--- src/rtl/pid_core.sv ---
`default_nettype none
// ============================================================================
// Module   : pid_core
// Purpose  : Closed-loop PID engine for the BLDC speed loop. For every
//            accepted speed sample it produces one saturated control word.
//            Kp*e, Ki*integ and Kd*d are formed one after another on a
//            single serial shift-add multiplier, so the latency is fixed.
// Options  : PID_CORE_OVERRUN_EN adds a sticky overrun flag that records
//            strobes dropped while busy or before the gains are valid.
// Revision : 1.0 - initial release
// ============================================================================
module pid_core #(
  parameter int DATA_WIDTH = 16,
  parameter int FRAC_SHIFT = 4,
  parameter int INT_LIMIT  = 8191
) (
  input  logic                  clk_div,
  input  logic                  reset,
  input  logic [DATA_WIDTH-1:0] setpoint,
  input  logic [DATA_WIDTH-1:0] period_speed,
  input  logic                  sample_strobe,
  input  logic                  tuning_done,
  input  logic [7:0]            Kp,
  input  logic [7:0]            Ki,
  input  logic [6:0]            Kd,
  output logic [DATA_WIDTH-1:0] control_out,
  output logic                  out_valid,
  output logic                  busy
`ifdef PID_CORE_OVERRUN_EN
  ,
  output logic                  overrun
`endif
);

  localparam int PW      = DATA_WIDTH + 8;                // signed x unsigned(8) product
  localparam int SAT_MAX = (1 <<< (DATA_WIDTH - 1)) - 1;
  localparam int SAT_MIN = -(1 <<< (DATA_WIDTH - 1));

  typedef enum logic [2:0] {
    IDLE  = 3'd0,
    ERR   = 3'd1,
    MUL_P = 3'd2,
    MUL_I = 3'd3,
    MUL_D = 3'd4,
    SUM   = 3'd5
  } state_t;

  state_t state, state_nxt;

  logic [7:0]                   kp_q, ki_q, kd_q;
  logic                         gains_valid;
  logic signed [DATA_WIDTH-1:0] sp_q, pv_q;
  logic signed [DATA_WIDTH-1:0] integ, e_prev, d_q;
  logic signed [PW-1:0]         mcand, prod;
  logic [7:0]                   mplier;
  logic [2:0]                   bit_cnt;
  logic signed [31:0]           sum;

  logic                         accept;
  logic signed [DATA_WIDTH-1:0] e_new, d_new, integ_new, ctl_new;
  logic signed [31:0]           integ_sum;
  logic signed [PW-1:0]         addend, prod_nxt;

  // Clamp a wide signed value into the DATA_WIDTH two's-complement range.
  function automatic logic signed [DATA_WIDTH-1:0] sat_dw(input logic signed [31:0] v);
    if (v > SAT_MAX)
      sat_dw = DATA_WIDTH'(SAT_MAX);
    else if (v < SAT_MIN)
      sat_dw = DATA_WIDTH'(SAT_MIN);
    else
      sat_dw = v[DATA_WIDTH-1:0];
  endfunction

  // Error/integral/derivative terms, one multiplier step and the final scaling.
  always_comb begin
    accept    = (state == IDLE) && !busy && gains_valid && sample_strobe;
    e_new     = sat_dw(32'(sp_q) - 32'(pv_q));
    integ_sum = 32'(integ) + 32'(e_new);
    if (integ_sum > INT_LIMIT)
      integ_new = DATA_WIDTH'(INT_LIMIT);
    else if (integ_sum < -INT_LIMIT)
      integ_new = DATA_WIDTH'(-INT_LIMIT);
    else
      integ_new = integ_sum[DATA_WIDTH-1:0];
    d_new     = sat_dw(32'(e_new) - 32'(e_prev));
    addend    = mplier[0] ? mcand : {PW{1'b0}};
    prod_nxt  = prod + addend;
    ctl_new   = sat_dw(sum >>> FRAC_SHIFT);
  end

  // Sequencing: each multiply phase lasts exactly eight cycles regardless of gain.
  always_comb begin
    state_nxt = state;
    case (state)
      IDLE:    if (accept) state_nxt = ERR;
      ERR:     state_nxt = MUL_P;
      MUL_P:   if (bit_cnt == 3'd7) state_nxt = MUL_I;
      MUL_I:   if (bit_cnt == 3'd7) state_nxt = MUL_D;
      MUL_D:   if (bit_cnt == 3'd7) state_nxt = SUM;
      SUM:     state_nxt = IDLE;
      default: state_nxt = IDLE;
    endcase
  end

  // State register.
  always_ff @(posedge clk_div) begin
    if (reset)
      state <= IDLE;
    else
      state <= state_nxt;
  end

  // Gains follow the tuner only while idle, so a running computation sees stable gains.
  always_ff @(posedge clk_div) begin
    if (reset) begin
      kp_q        <= '0;
      ki_q        <= '0;
      kd_q        <= '0;
      gains_valid <= 1'b0;
    end else if ((state == IDLE) && tuning_done) begin
      kp_q        <= Kp;
      ki_q        <= Ki;
      kd_q        <= {1'b0, Kd};
      gains_valid <= 1'b1;
    end
  end

  // Datapath: sample capture, error update, serial multiply-accumulate, output.
  always_ff @(posedge clk_div) begin
    if (reset) begin
      sp_q        <= '0;
      pv_q        <= '0;
      integ       <= '0;
      e_prev      <= '0;
      d_q         <= '0;
      mcand       <= '0;
      prod        <= '0;
      mplier      <= '0;
      bit_cnt     <= '0;
      sum         <= '0;
      control_out <= '0;
      out_valid   <= 1'b0;
      busy        <= 1'b0;
    end else begin
      out_valid <= 1'b0;
      case (state)
        IDLE: begin
          // busy is held through the cycle in which out_valid is high
          if (accept) begin
            sp_q <= setpoint;
            pv_q <= period_speed;
            busy <= 1'b1;
          end else begin
            busy <= 1'b0;
          end
        end
        ERR: begin
          integ   <= integ_new;
          e_prev  <= e_new;
          d_q     <= d_new;
          sum     <= '0;
          prod    <= '0;
          bit_cnt <= '0;
          mcand   <= PW'(e_new);
          mplier  <= kp_q;
        end
        MUL_P, MUL_I, MUL_D: begin
          bit_cnt <= bit_cnt + 3'd1;
          if (bit_cnt == 3'd7) begin
            // last partial product: fold into the sum and load the next operand pair
            sum  <= sum + 32'(prod_nxt);
            prod <= '0;
            if (state == MUL_P) begin
              mcand  <= PW'(integ);
              mplier <= ki_q;
            end else begin
              mcand  <= PW'(d_q);
              mplier <= kd_q;
            end
          end else begin
            prod   <= prod_nxt;
            mcand  <= mcand <<< 1;
            mplier <= mplier >> 1;
          end
        end
        SUM: begin
          control_out <= ctl_new;
          out_valid   <= 1'b1;
        end
        default: ;
      endcase
    end
  end

`ifdef PID_CORE_OVERRUN_EN
  // Sticky record of any strobe that could not be accepted.
  always_ff @(posedge clk_div) begin
    if (reset)
      overrun <= 1'b0;
    else if (sample_strobe && (busy || !gains_valid))
      overrun <= 1'b1;
  end
`endif

endmodule
`default_nettype wire

--- config.mk ---
export PLATFORM = sky130hd
export DESIGN_NAME = pid_core
export DESIGN_NICKNAME = d
export VERILOG_FILES = /design/src/rtl/pid_core.sv
export SDC_FILE = /design/constraint.sdc
export NUM_CORES = 1
export LEC_CHECK = 0
export CORE_MARGIN = 4
export CORE_UTILIZATION = 60
export DETAILED_ROUTE_END_ITERATION = 8
export PLACE_DENSITY = 0.85
export SETUP_SLACK_MARGIN = 0.2
export SLEW_MARGIN = 20
export SYNTH_ARGS = -nofsm -noshare
export SYNTH_HDL_FRONTEND = slang
export SYNTH_SLANG_ARGS = --single-unit
--- constraint.sdc ---
create_clock -name clk_div -period 5.68 [get_ports clk_div]
set_clock_uncertainty 0.15 [all_clocks]
set_input_delay 0.852 -clock clk_div [delete_from_list [all_inputs] [get_ports clk_div]]
set_output_delay 0.852 -clock clk_div [all_outputs]
set_load 0.01 [all_outputs]
==> flow_summary.yaml <==
outcome:
  outcome: "finished clean"
die:
  die-area_um2: 25000
  io_pins: 77
  rows: 54
  die_x_um: 158
  initial_core_util_pct: 61.5
  die_y_um: 158
  core_region_area_um2: 22000
cells_and_area:
  drive_gt1_share_pct: 9.85
  n_antenna_cell: 0
  n_fill_cell: 1668
  fin_cells: 2067
  areaGrowthSynthToFinish_pct: 17.0
  top_register: "sum"
  final_nets: 1937
  largest_reg_flops: 32
  largest_registers: "sum: 32 flops, mcand: 24 flops, prod: 24 flops"
pwr:
  power.switching_mw: 2.16
  p_clk_share_pct: 29.7
  vdd_drop_max_mv: 0.302
  p_per_area_nw_per_um2: 373
  power.leakage_nw: 6.30
  netSwitchingFraction_pct: 36.6
  seq_power_share_pct: 27.6
  internal_power_mw: 3.73
  p_comb_share_pct: 42.6
placed_design:
  placed_cells: 2001
  io_buffer_count: 76
  pre_cts_slack_ps: 125
  hpwl_um: 24600
  gp_congestion: 0.958
synthesis:
  async_reset_ff_share_pct: 0
  netlist_top_cells_area: "dfxtp_1 (32%), ha_1 (9.6%), a21oi_1 (7.8%)"
  synth_top_cell_area_share_pct: 32.0
  ys.flop_type: "dfxtp_1"
  netlist_area_um2: 13500
  synth-seq-cells: 216
  synthCells: 1712
  ys_seq_area_share_pct: 32.0
  syn_area_per_cell_um2: 7.89
  yosys.area.top_type: "dfxtp_1"
  synth_fp_nets: 1880
  ys_types: 90
  synth_edf_count: 0
  yosys_warnings: 0
clocking:
  clkLatencyLatePin_ps: 530
  clockRootBuffer: "clkbuf_16"
  clock_path_buffers: 3
  cts_hold_buf: 0
  htree_levels: 1
  clk_pin_slew_ps: 60
  cts_buffers: 25
  cts.sinks: 216
  cts_tree: "built"
timing:
  tightest_slew_ps: 1130
  max_freq_mhz: 180
  grt_setup_unrepaired: "true"
  slew_violations: 0
  setup_ws_ps: 128
  hold_violations: 0
  tns_ps: 0
  setup_violations: 0
  fin_crit_sh_pct: 97.7
  min_period_ps: 5550
  slew_headroom_pct: 24.6
routing:
  highest_layer: "met4"
  postRouteAntennaNets: 0
  dr_wl_met2_um: 17800
  vias_per_cell: 6.15
  post_drt_wl_per_cell_um: 17.6
  drc: 0
  wl_um: 36400
  drt_iter0_drc: 1089
  routed-via-count: 12700
  met1_length_um: 14900
  dr.pass1.iters: 6
  met3_wirelength_um: 2370
min_path:
  min_to: "control_out[7]$_SDFFE_PP0P_"
  hp-class: "reg -> reg"
  hp-start: "control_out[7]$_SDFFE_PP0P_"
  hold_depth: 2
critical_path:
  worstPathRequired_ps: 5940
  cpMaxStageDelayCell: "or3_4"
  r2r_end: "integ[0]$_SDFFE_PP0P_"
  critPathArrivalTime_ps: 5810
  reg2reg_from: "pv_q[6]$_SDFFE_PP0P_"
  cpLargestDelayFamily: "compound AO/OA/AOI/OAI gates"
  cp_num_buf_inv: 4
  end_kind: "flip-flop"
  crit_type: "reg -> reg"
  crit_fanout: 5
  cp-start-kind: "flip-flop"
  slowest_delay_ps: 420
  rrSetupSlack_ps: 130
  r2r_cells: 25
  path_common_cell: "a21o_1"
grt:
  antenna_found_initial: 0
  grt_pass1_vias: 12100
  grt.total_usage_pct: 27.5
  grt_overflow: 0
  grt_pass1_wl_um: 57700
  grt_max_degree: 95
run:
  maxCapViolations: 0
==> power groups by stage <==
stage,clock (mW),sequential [mW],combinational (mW)
finish,1.75,1.63,2.51
global route,1.83,1.63,2.71
CTS,1.77,1.63,2.19
detailed placement,0,1.66,2.10
global placement,0,1.65,2.06
floorplan,0,1.64,1.62
==> logic make-up after synthesis <==
group | Yosys count | synth area share [%]
xor+xnor | 72 | 4.72
simple gates | 548 | 18.6
mux | 23 | 1.71
buf+inv | 167 | 4.73
compound gates | 560 | 26.6
fa+ha+maj | 126 | 11.6
flops | 216 | 32.0
==> metrics by stage <==
step | area [µm²] | utilization [%] | hold slack, ps | total power [mW]
after floorplan | 13500 | - | 286 | 3.26
after global placement | 14500 | 65.8 | 287 | 3.72
after detailed placement | 14500 | 65.9 | 293 | 3.76
after CTS | 15500 | 70.4 | 301 | 5.58
after global routing | 15800 | 72.0 | 324 | 6.17
final | 15800 | 72.0 | 298 | 5.89
==> worst reg2reg max path, stage by stage, from the launching register on <==
cell and delay, ps:
dfxtp_2 330, inv_2 50, ha_4 250, a21o_1 170
a21o_1 150, a21o_1 190, or3_4 420, o211a_4 280
a211o_4 340, nor3_4 310, a21o_1 210, inv_2 70
ha_4 160, inv_2 60, fa_2 220, nor2b_1 60
o21a_1 210, o21ai_2 220, a21boi_2 100, o21a_1 240
o31a_1 330, xnor2_2 170, a311oi_2 370, buf_4 190
nor2_2 40, o221a_1 190
==> routing by layer <==
| metal | vias up | GRT usage (%) |
|---|---|---|
| met5 | - | 0 |
| met4 | 0 | 9.42 |
| met3 | 114 | 3.58 |
| met2 | 486 | 48.7 |
| met1 | 5925 | 34.5 |
| li1 | 6197 | - |
==> placed cells by master, fill, tap and decap left out, drive strengths merged, types with 7 or more instances in the layout <==
cell type,synthesis,routed
nand2,231,231
dfxtp,216,216
a21oi,214,214
nor2,124,124
ha,104,104
o21ai,97,97
inv,78,80
clkdlybuf4s50,0,75
xnor2,49,49
buf,9,44
a211oi,39,39
nand3,38,38
a21o,34,34
nor3,33,33
and2,31,31
clkbuf,80,31
xor2,23,23
o22ai,22,22
mux2i,22,22
o21a,22,22
a22oi,20,20
a31oi,18,18
maj3,17,17
and3,16,16
nand2b,16,16
a21boi,16,16
o21bai,14,14
nor2b,14,14
or3,11,11
nand4,8,8
a311oi,8,8
o211ai,7,7
==> Yosys cell counts, drive strengths merged (3+ instances only) <==
master	number
buf	9
nand3b	5
nand4	8
and4	3
mux2i	22
clkbuf	80
a21boi	16
and2	31
a21o	34
nor3	33
a22o	6
a211o	4
a21oi	214
nor2	124
xor2	23
o211ai	7
nor4	6
a31o	3
and3	16
fa	5
o31a	5
or2	5
a31oi	18
xnor2	49
dfxtp	216
o21a	22
nor2b	14
o21bai	14
o211a	6
ha	104
o311ai	5
nand2b	16
nand2	231
inv	78
a22oi	20
o31ai	6
nand3	38
or3	11
o21ai	97
o22ai	22
maj3	17
a211oi	39
a311oi	8
==> final cells by class <==
type / count / area (µm²) / share of cell area (%)
multi-input combinational: 1329 / 8840 / 55.9
tap: 280 / 350 / 2.22
sequential: 216 / 4330 / 27.4
inverter: 78 / 293 / 1.85
clock buffer: 31 / 688 / 4.35
timing repair buffer: 119 / 1100 / 6.96
clock inverter: 14 / 215 / 1.36
==> what timing repair did <==
item                                    4_1_cts  5_1_grt
buffers inserted                              3       17
gates resized for setup                      17       47
cloned                                        0        1
pin swaps                                     7       31
endpoints found under the setup margin       27       32
==> how the worst max path moves through the flow <==
| stage | start | endpoint | slack, ps | cells after the start |
|---|---|---|---|---|
| after floorplan | pv_q[6]$_SDFFE_PP0P_ | d_q[6]$_SDFFE_PP0P_ | 490 | 22 |
| after global placement | sp_q[0]$_SDFFE_PP0P_ | d_q[1]$_SDFFE_PP0P_ | 290 | 24 |
| after detailed placement | sp_q[0]$_SDFFE_PP0P_ | d_q[14]$_SDFFE_PP0P_ | 120 | 24 |
| after CTS | pv_q[6]$_SDFFE_PP0P_ | d_q[14]$_SDFFE_PP0P_ | 210 | 23 |
| after global routing | pv_q[1]$_SDFFE_PP0P_ | integ[4]$_SDFFE_PP0P_ | -1 | 26 |
| final | pv_q[6]$_SDFFE_PP0P_ | integ[0]$_SDFFE_PP0P_ | 130 | 25 |
Power figures use the tool's default switching activity.
